### src/rtl/seven_seg_scan.sv
// Time-multiplexed driver for a 4-digit common-anode seven-segment display.
// Inputs are snapshotted once per frame; leading-zero blanking and decimal points are supported.
module seven_seg_scan #(
   parameter int DVSR = 50000,
   parameter int N    = 16
) (
   input  logic        clk,
   input  logic        reset,
   input  logic [15:0] digits,
   input  logic [3:0]  dp_mask,
   input  logic        blank_lz,
   input  logic        display_en,
   output logic [3:0]  an,
   output logic [7:0]  sseg,
   output logic        frame_tick
);

   localparam logic [N-1:0] CNT_MAX = N'(DVSR - 1);
   localparam logic [N-1:0] CNT_ONE = N'(1);

   logic [N-1:0] cnt;
   logic [1:0]   sel;
   logic [15:0]  snap_digits;
   logic [3:0]   snap_dp;

   logic         dwell_done;
   logic         frame_end;
   logic [3:0]   cur_digit;
   logic         cur_blank;
   logic         zero3;
   logic         zero2;
   logic         zero1;
   logic [3:0]   an_next;
   logic [7:0]   sseg_next;

   // Active-low {g..a} patterns for hex digits 0-F.
   function automatic logic [6:0] seg_decode(input logic [3:0] d);
      logic [6:0] s;
      case (d)
         4'h0: s = 7'h40;
         4'h1: s = 7'h79;
         4'h2: s = 7'h24;
         4'h3: s = 7'h30;
         4'h4: s = 7'h19;
         4'h5: s = 7'h12;
         4'h6: s = 7'h02;
         4'h7: s = 7'h78;
         4'h8: s = 7'h00;
         4'h9: s = 7'h10;
         4'hA: s = 7'h08;
         4'hB: s = 7'h03;
         4'hC: s = 7'h46;
         4'hD: s = 7'h21;
         4'hE: s = 7'h06;
         default: s = 7'h0E;
      endcase
      return s;
   endfunction

   assign dwell_done = (cnt == CNT_MAX);
   assign frame_end  = dwell_done && (sel == 2'd3);

   assign zero3 = (snap_digits[15:12] == 4'd0);
   assign zero2 = (snap_digits[11:8]  == 4'd0);
   assign zero1 = (snap_digits[7:4]   == 4'd0);

   // Blanking looks at the snapshot but follows blank_lz live.
   always_comb begin
      cur_digit = 4'd0;
      cur_blank = 1'b0;
      case (sel)
         2'd0: begin
            cur_digit = snap_digits[3:0];
            cur_blank = 1'b0;
         end
         2'd1: begin
            cur_digit = snap_digits[7:4];
            cur_blank = blank_lz && zero3 && zero2 && zero1;
         end
         2'd2: begin
            cur_digit = snap_digits[11:8];
            cur_blank = blank_lz && zero3 && zero2;
         end
         default: begin
            cur_digit = snap_digits[15:12];
            cur_blank = blank_lz && zero3;
         end
      endcase
   end

   always_comb begin
      an_next   = ~(4'b0001 << sel);
      sseg_next = {~snap_dp[sel], (cur_blank ? 7'h7F : seg_decode(cur_digit))};
   end

   always_ff @(posedge clk) begin
      if (reset) begin
         cnt         <= '0;
         sel         <= 2'd0;
         snap_digits <= 16'h0000;
         snap_dp     <= 4'b0000;
         an          <= 4'b1111;
         sseg        <= 8'hFF;
         frame_tick  <= 1'b0;
      end else begin
         cnt        <= dwell_done ? '0 : cnt + CNT_ONE;
         frame_tick <= frame_end;
         if (dwell_done) begin
            sel <= sel + 2'd1;
         end
         if (frame_end) begin
            snap_digits <= digits;
            snap_dp     <= dp_mask;
         end
         // Scanning keeps running while dark so re-enabling resumes in place.
         if (display_en) begin
            an   <= an_next;
            sseg <= sseg_next;
         end else begin
            an   <= 4'b1111;
            sseg <= 8'hFF;
         end
      end
   end

endmodule

### config.mk
export PLATFORM = sky130hd
export DESIGN_NAME = seven_seg_scan
export DESIGN_NICKNAME = d
export VERILOG_FILES = /design/src/rtl/seven_seg_scan.sv
export SDC_FILE = /design/constraint.sdc
export NUM_CORES = 1
export LEC_CHECK = 0
export ABC_AREA = 1
export CAP_MARGIN = 10
export CORE_MARGIN = 1.5
export CORE_UTILIZATION = 49
export DETAILED_ROUTE_END_ITERATION = 8
export GPL_TIMING_DRIVEN = 1
export PLACE_DENSITY = 0.76
export SYNTH_ARGS = -nofsm -noshare
export SYNTH_HDL_FRONTEND = slang
export SYNTH_SLANG_ARGS = --single-unit
### constraint.sdc
create_clock -name clk -period 2 [get_ports clk]
set_clock_uncertainty 0.15 [all_clocks]
set_input_delay 0.4 -clock clk [delete_from_list [all_inputs] [get_ports clk]]
set_output_delay 0.4 -clock clk [all_outputs]
set_load 0.05 [all_outputs]
# Word level (Yosys, flattened, before mapping)
# Memories as Yosys holds them, arrays and structs flattened. A register that Yosys moved wholly into a read port is not among the register bits.
# Cells that the tools add are included.
# classes
add_sub_neg	2
magnitude_cmp	1
n_eq_ne	4
n_shift	1
mux	4
bitwise_logic	3
n_reduce_logical	11
# op_table
operator	n
16-bit by 1-bit adder with 16-bit output, second input constant	1
16-bit equality test, second input constant	1
4-bit zero test	3
4-bit case mux with 3 select lines	1
2-bit equality test, second input constant	2
1-bit logical AND	4
4-bit inverter	1
2-bit OR reduction	2
1-bit by 2-bit left shift with 4-bit output, first input constant	1
2-bit by 3-bit < comparator with 1-bit output, second input constant	1
1-bit case mux with 3 select lines	1
3-bit OR reduction	1
2-bit by 1-bit adder with 2-bit output, second input constant	1
1-bit binary-select mux with 2-bit select	1
2-bit by 1-bit equality test with 1-bit output, second input constant	1
2-bit zero test	1
1-bit inverter	2
1-bit 2-to-1 mux	1
# word_totals
reg_bits	44
mem_bits_ro	112
memories	1
# memory_table
name	depth	width	read_ports	rd_ports_with_merged_regs	wr	line_no	rtl
(name not given)	16	7	1	1	0	39	case (d)

# Logic depth before layout (Yosys ltp)
# Gate-level depths: netlist of run 1.
# depth
depth_word	6
ltp_mapped	13
ltp_nobuf	13

# Worst setup path before layout of run 1
# OpenSTA, ideal clock, no wires.
# synth_path
path_type	flip-flop to flip-flop
from	register sel[0]
to	register sseg[0]
setup_time_ns	0.130
arrival_ns	1.844
setup_slack_ns	-0.124
stages_incl_launch_ff	14
period_less_slack_ns	2.124
path_cell_list	dfxtp_1 > inv_1 > ha_1 > nand2_1 > nand2_1 > o21ai_1 > inv_1 > ha_1 > inv_1 > nand3_1 > nand3_1 > nand2_1 > inv_1 > nand2_1
# synth_via
elab_chain_cells	3
word_cells_on_any_way	6
# synth_rtl
element	line_no	rtl
from (decl)	22	logic [1:0] sel;
from (signal assigned)	109	sel <= sel + 2'd1;
2-bit equality test, or another cell as far along	71	case (sel)
1-bit case mux with 3 select lines	71	
3-bit OR reduction (no line)	-	
to (decl)	14	output logic [7:0] sseg,
# Several ways; a longest one is shown, not always the timed one.
# A chain may end at the register's enable or synchronous reset.

# Final worst setup path of run 1
# layout_path
from	register sel[1]
to	register sseg[3]
# The elaborated chain is that of the path after synthesis.

==> results of run 1 <==
## worst paths after layout
kind | end | slack, ps | start | depth (start not counted)
hold reg to reg | cnt[0]$_SDFF_PP0_ | 320 | cnt[0]$_SDFF_PP0_ | 1
hold / removal | cnt[0]$_SDFF_PP0_ | 320 | cnt[0]$_SDFF_PP0_ | 1
setup / recovery | sseg[3]$_SDFF_PP1_ | 100 | sel[1]$_SDFFE_PP0P_ | 12
setup reg to reg | sseg[3]$_SDFF_PP1_ | 100 | sel[1]$_SDFFE_PP0P_ | 12
## logic make-up (layout without fill, tap and decap cells)
| logic type | Yosys count | count (layout) | synth area share, % |
|---|---|---|---|
| simple gates | 192 | 192 | 32.11 |
| buf+inv | 81 | 128 | 12.95 |
| compound gates | 51 | 51 | 10.03 |
| flops | 51 | 51 | 38.99 |
| fa+ha+maj | 11 | 11 | 5.256 |
| xor+xnor | 2 | 2 | 0.6690 |
## state kept, by name (all words and copies together) (netlist names)
| name | cells |
|---|---|
| snap_dp | 4 |
| sel | 2 |
| an | 4 |
| frame_tick | 1 |
| sseg | 8 |
| cnt | 16 |
| snap_digits | 16 |
## where the power goes
group | switching [uW] | leakage (uW) | internal (uW)
Sequential | 5.56 | 0.000415 | 1020
Combinational | 64.0 | 0.000949 | 63.6
Clock | 345 | 0.0000474 | 283
## per-layer routing
layer | GRT usage [%] | up-vias
met3 | 2.994 | 6
met2 | 36.04 | 56
met5 | 0 | -
li1 | - | 1285
met1 | 23.99 | 1066
met4 | 7.593 | 0
## cells in the final DEF, fill, tap and decap left out
cell type,n
nand3_1,23
inv_1,69
nor2_2,1
nor2_4,2
nand2_1,104
nand2_2,3
nor3b_1,1
nor3_1,5
inv_2,2
xor2_1,2
o21ai_1,20
clkdlybuf4s50_1,23
a21oi_2,1
clkbuf_8,6
clkinvlp_4,1
inv_4,2
o21ai_0,9
buf_4,22
o21ai_2,2
nand3b_1,1
ha_1,6
or2_2,1
a21oi_1,18
dfxtp_1,49
clkinv_4,1
clkinv_2,1
nor3_4,1
nor2_1,41
ha_4,3
ha_2,2
o22ai_2,1
dfxtp_4,2
nand3_2,2
nand4_1,6
nand4_4,1
buf_6,1
## metrics by stage
stage	hold slack, ps	total power [uW]	instance area [um^2]	cells
after floorplan	267.5	1117	2628	388
after global placement	279.8	1183	3058	497
after detailed placement	303.8	1185	3058	497
after CTS	324.6	1812	3158	505
after global routing	344.4	1854	3226	505
final	321.8	1785	3226	505
## layout make-up
cell class,count,area [um^2],share of cell area [%]
clock buffers,6,82.58,2.560
flip-flops and latches,51,1028,31.89
well taps,70,87.58,2.715
repair buffers,46,406.6,12.61
inverters,74,284.0,8.805
clock inverters,2,16.27,0.5043
multi-input cells,256,1320,40.92
## timing repair
| item | in CTS | in global routing |
|---|---|---|
| pin swaps | 0 | 1 |
| setup endpoints to repair | 3 | 7 |
| gates resized for setup | 1 | 19 |
## synthesized netlist by cell type (all sizes together)
cell and instances:
or2 1, nand2 107, nand4 7, ha 11
dfxtp 51, xor2 2, nand3 25, clkinv 1
o21ai 31, a21oi 19, nor3 6, nor3b 1
nand3b 1, nor2 44, inv 73, buf 5
o22ai 1, clkbuf 2
==> metrics.csv, run 1 <==
metric;value;unit
crit_buf_inv;3;
die_w;76.11;um
vias;2413;
hold_buffers;0;
syn_avg_cell_area;6.749;um^2
synth_area;2619;um^2
cp_max_fo;5;
grt_antenna_before_repair;0;
timing.final.crit_share;94.82;%
hold_violations;0;
gp_congestion;0.8841;
core-area;5140;um^2
timing.final.ws_setup;103.5;ps
timing.final.max_slew_violations;0;
cts_htree_levels;2;
maxCapViolCount;0;
synth_nets;423;
post-route-min-period;1896;ps
n_fill_cell;520;
io_pins;37;
post_cts_buffers;0;
cpPeakStageDelay;400;ps
maxSlewHeadroom;73.78;%
worst_pin_slew;393.3;ps
critPathLaunchType;flop;
dieHeight;76.11;um
cts_tree;built;
critical_path_arrival;1990;ps
finalSetupTns;0;ps
layout-drive-gt1-share;13.33;%
critical_path_class;reg2reg;
rsz0062_at_grt;yes;
cts.sinks;51;
finalWirelength;5455;um
ys_ff_latch;51;
setup-violations-final;0;
synth_cell_types;26;
synth_top_area_share;38.99;%
fin_nets;469;
grt_overflow;0;
top_layer;met4;
drt-met1-wl;2511;um
cpMostUsedCell;nand2_1;
synth.area.top_cells;dfxtp_1, nand2_1, inv_1;
routed_via_density;4.778;
synthCells;388;
leakagePower;0.001412;uW
grt_pass1_wl;9660;um
crit_path_top_delay_cell;dfxtp_4;
grt_max_degree;41;
grt_pass1_vias;2329;
ant_nets;0;
rows;26;
firstDrtPassIters;4;
path_delay_family;simple AND/OR/NAND/NOR gates;
cts_made_buffers;5;
routed-wl-met3;255;um
place_ws;-1.866;ps
areaGrowthSynthToFinish;23.17;%
clk_pin_slew_worst_paths;100;ps
grt_use_total;20.01;%
status;completed;
wl_per_cell;10.80;um
antenna_cells;0;
cts_root_buf;clkbuf_8;
hold_path.class;reg2reg;
max-vdd-ir-drop;0.4091;mV
power.density;553.4;nW/um^2
clk_latency;310;ps
fin_util;62.76;%
worstPathRequired;2100;ps
port_buffers;36;
endpoint_kind;flop;
max-clock-path-buffers;2;
fp.dieArea;5792;um^2
synth_warnings;0;
synth-seq-area-share;38.99;%
dr.first_iter.drc_count;143;
place_hpwl;3953;um
max_freq;527.3;MHz
path_cells;inv_4 > ha_4 > nand2_1 > nand2_1 > o21ai_2 > buf_6 > ha_1 > nand3_2 > nand3_1 > nand2_1 > inv_1 > nand2_1;
drcViolationCount;0;
wl_met2;2619;um
synth_area_leader_cell;dfxtp_1;
initial_core_util;50.95;%
Power figures use the tool's default switching activity.
==> run 2: changes to the inputs <==
--- a/config.mk
+++ b/config.mk
@@ -8,10 +8,9 @@
 export ABC_AREA = 1
 export CAP_MARGIN = 10
 export CORE_MARGIN = 1.5
-export CORE_UTILIZATION = 49
+export CORE_UTILIZATION = 40
 export DETAILED_ROUTE_END_ITERATION = 8
 export GPL_TIMING_DRIVEN = 1
-export PLACE_DENSITY = 0.76
 export SYNTH_ARGS = -nofsm -noshare
 export SYNTH_HDL_FRONTEND = slang
 export SYNTH_SLANG_ARGS = --single-unit
==> run 2 against run 1 <==
Cell area rose by 5.9%. Critical endpoint is now sseg[0]$_SDFF_PP1_. Non-clock buffer count rose by 6. Combinational power barely moved. Power rose by 6.8%.
==> metrics.csv, run 2 (synthesized netlist as in run 1, its figures left out) <==
metric;value;unit;change
critPathLaunchType;flop;;
place_hpwl;4228;um;+6.9%
worstPathRequired;2110;ps;about the same
grt_antenna_before_repair;0;;unchanged
status;completed;;
port_buffers;36;;unchanged
vias;2418;;+0.21%
max_freq;517.9;MHz;-1.8%
io_pins;37;;unchanged
final_common_cell;nand2_1;;
max-vdd-ir-drop;0.3954;mV;-3.3%
core-area;6350;um^2;+24%
finalWirelength;5854;um;+7.3%
post-route-min-period;1931;ps;+34.35 ps
endpoint_kind;flop;;
power.density;557.9;nW/um^2;+0.83%
firstDrtPassIters;4;;unchanged
path_cells;clkinvlp_4 > ha_4 > nand2_1 > nand2_1 > o21ai_4 > buf_6 > ha_4 > nand3_1 > nand2_1 > nand2_1 > nand2_1 > inv_1 > nand2_1;;
wl_per_cell;11.30;um;+4.6%
areaGrowthSynthToFinish;30.48;%;
layout-drive-gt1-share;18.59;%;+5.3 points
leakagePower;0.001463;uW;+3.6%
timing.rr.start;sel[1]$_SDFFE_PP0P_;;
antenna_cells;0;;unchanged
timing.final.max_slew_violations;0;;unchanged
worst_pin_slew;318.0;ps;-75.26 ps
clk_pin_slew_worst_paths;90;ps;about the same
cts_htree_levels;2;;unchanged
critical_path_class;reg2reg;;
hold_violations;0;;unchanged
max-clock-path-buffers;2;;unchanged
drcViolationCount;0;;unchanged
critical_path_arrival;2040;ps;+50 ps
crit_start;sel[1]$_SDFFE_PP0P_;;
cpPeakStageDelay;380;ps;-20 ps
cts_made_buffers;5;;unchanged
grt_pass1_wl;9798;um;+1.4%
maxCapViolCount;0;;unchanged
fp.dieArea;7041;um^2;+22%
grt_max_degree;41;;unchanged
routed_via_density;4.668;;-2.3%
hold_start;cnt[0]$_SDFF_PP0_;;
setup-violations-final;0;;unchanged
die_w;83.91;um;+10%
cpMostUsedCell;nand2_1;;
grt_overflow;0;;unchanged
grt_use_total;16.89;%;-3.1 points
hold_ws;302.4;ps;-19.33 ps
path_delay_family;simple AND/OR/NAND/NOR gates;;
dieHeight;83.91;um;+10%
ant_nets;0;;unchanged
fin_nets;475;;+1.3%
place_ws;-0.1440;ps;+1.722 ps
crit_path_top_delay_cell;dfxtp_4;;
timing.final.ws_setup;69.16;ps;-34.35 ps
hold_path.class;reg2reg;;
cts_tree;built;;
crit_buf_inv;3;;unchanged
dr.first_iter.drc_count;95;;-34%
rows;29;;+12%
grt_pass1_vias;2313;;-0.69%
fin_cells;518;;+2.6%
top_regs;cnt: 16 flops, snap_digits: 16 flops, sseg: 8 flops;;
timing.final.crit_share;96.54;%;+1.7 points
cts.sinks;51;;unchanged
initial_core_util;41.24;%;-9.7 points
power;1907;uW;+6.8%
gp_congestion;0.8383;;-5.2%
maxSlewHeadroom;78.72;%;+4.9 points
clk_latency;300;ps;about the same
dp_cells;506;;+1.8%
cp_max_fo;4;;-1
layout_common_cells;nand2_1, inv_1, dfxtp_1, nor2_1, buf_4;;
cts_root_buf;clkbuf_8;;
-- run 2: cell types whose count changed in the layout (fill, tap and decap cells not counted), moves of 4 or more --
cell	change
nand2_1	-8
nand2_2	+8
nand3_1	-6
nand3_2	+5
buf_4	+4
inv_2	+4
-- run 2: layer usage --
metal / track usage (%) / vias up / part of all wire (%)
li1: - / 1295 / -
met1: 21.16 / 1068 / 48
met2: 28.74 / 50 / 48
met3: 3.660 / 5 / 3.5
met4: 5.663 / 0 / 1.1
met5: 0 / - / 0
-- run 2: per-stage QoR --
stage,cell area [um^2],utilization [%],TNS [ps]
after CTS,3213,50.60,0
after global placement,3094,48.73,0
final,3417,53.81,0
after floorplan,2628,-,0
after global routing,3417,53.81,-171.6
after detailed placement,3094,48.73,-0.1440
-- run 2: path summary, 6_finish.rpt --
path	to	slack (ps)	cells past startpoint
max	sseg[0]$_SDFF_PP1_	70	13
min	cnt[0]$_SDFF_PP0_	300	1
max reg2reg	sseg[0]$_SDFF_PP1_	70	13
min reg2reg	cnt[0]$_SDFF_PP0_	300	1
-- run 2: repair_timing --
item	4_1_cts	5_1_grt
resized for setup	1	43
hold buffers	0	0
gates cloned	0	0
setup endpoints to repair	3	7
setup buffers	0	4
pin swaps	0	12
-- run 2: area by class of cell --
cell class,instances,area [um^2]
flip-flops and latches,51,1028
clock inverters,2,35.03
well taps,77,96.34
fillers,624,2933
clock buffers,6,82.58
repair buffers,52,467.9
multi-input cells,256,1424
inverters,74,282.8
-- run 2: power by group --
| part | internal [uW] | switching [uW] | leakage [uW] |
|---|---|---|---|
| registers | 1020 | 5.47 | 0.000415 |
| clock network | 405 | 342 | 0.0000612 |
| logic | 64.9 | 64.8 | 0.000986 |
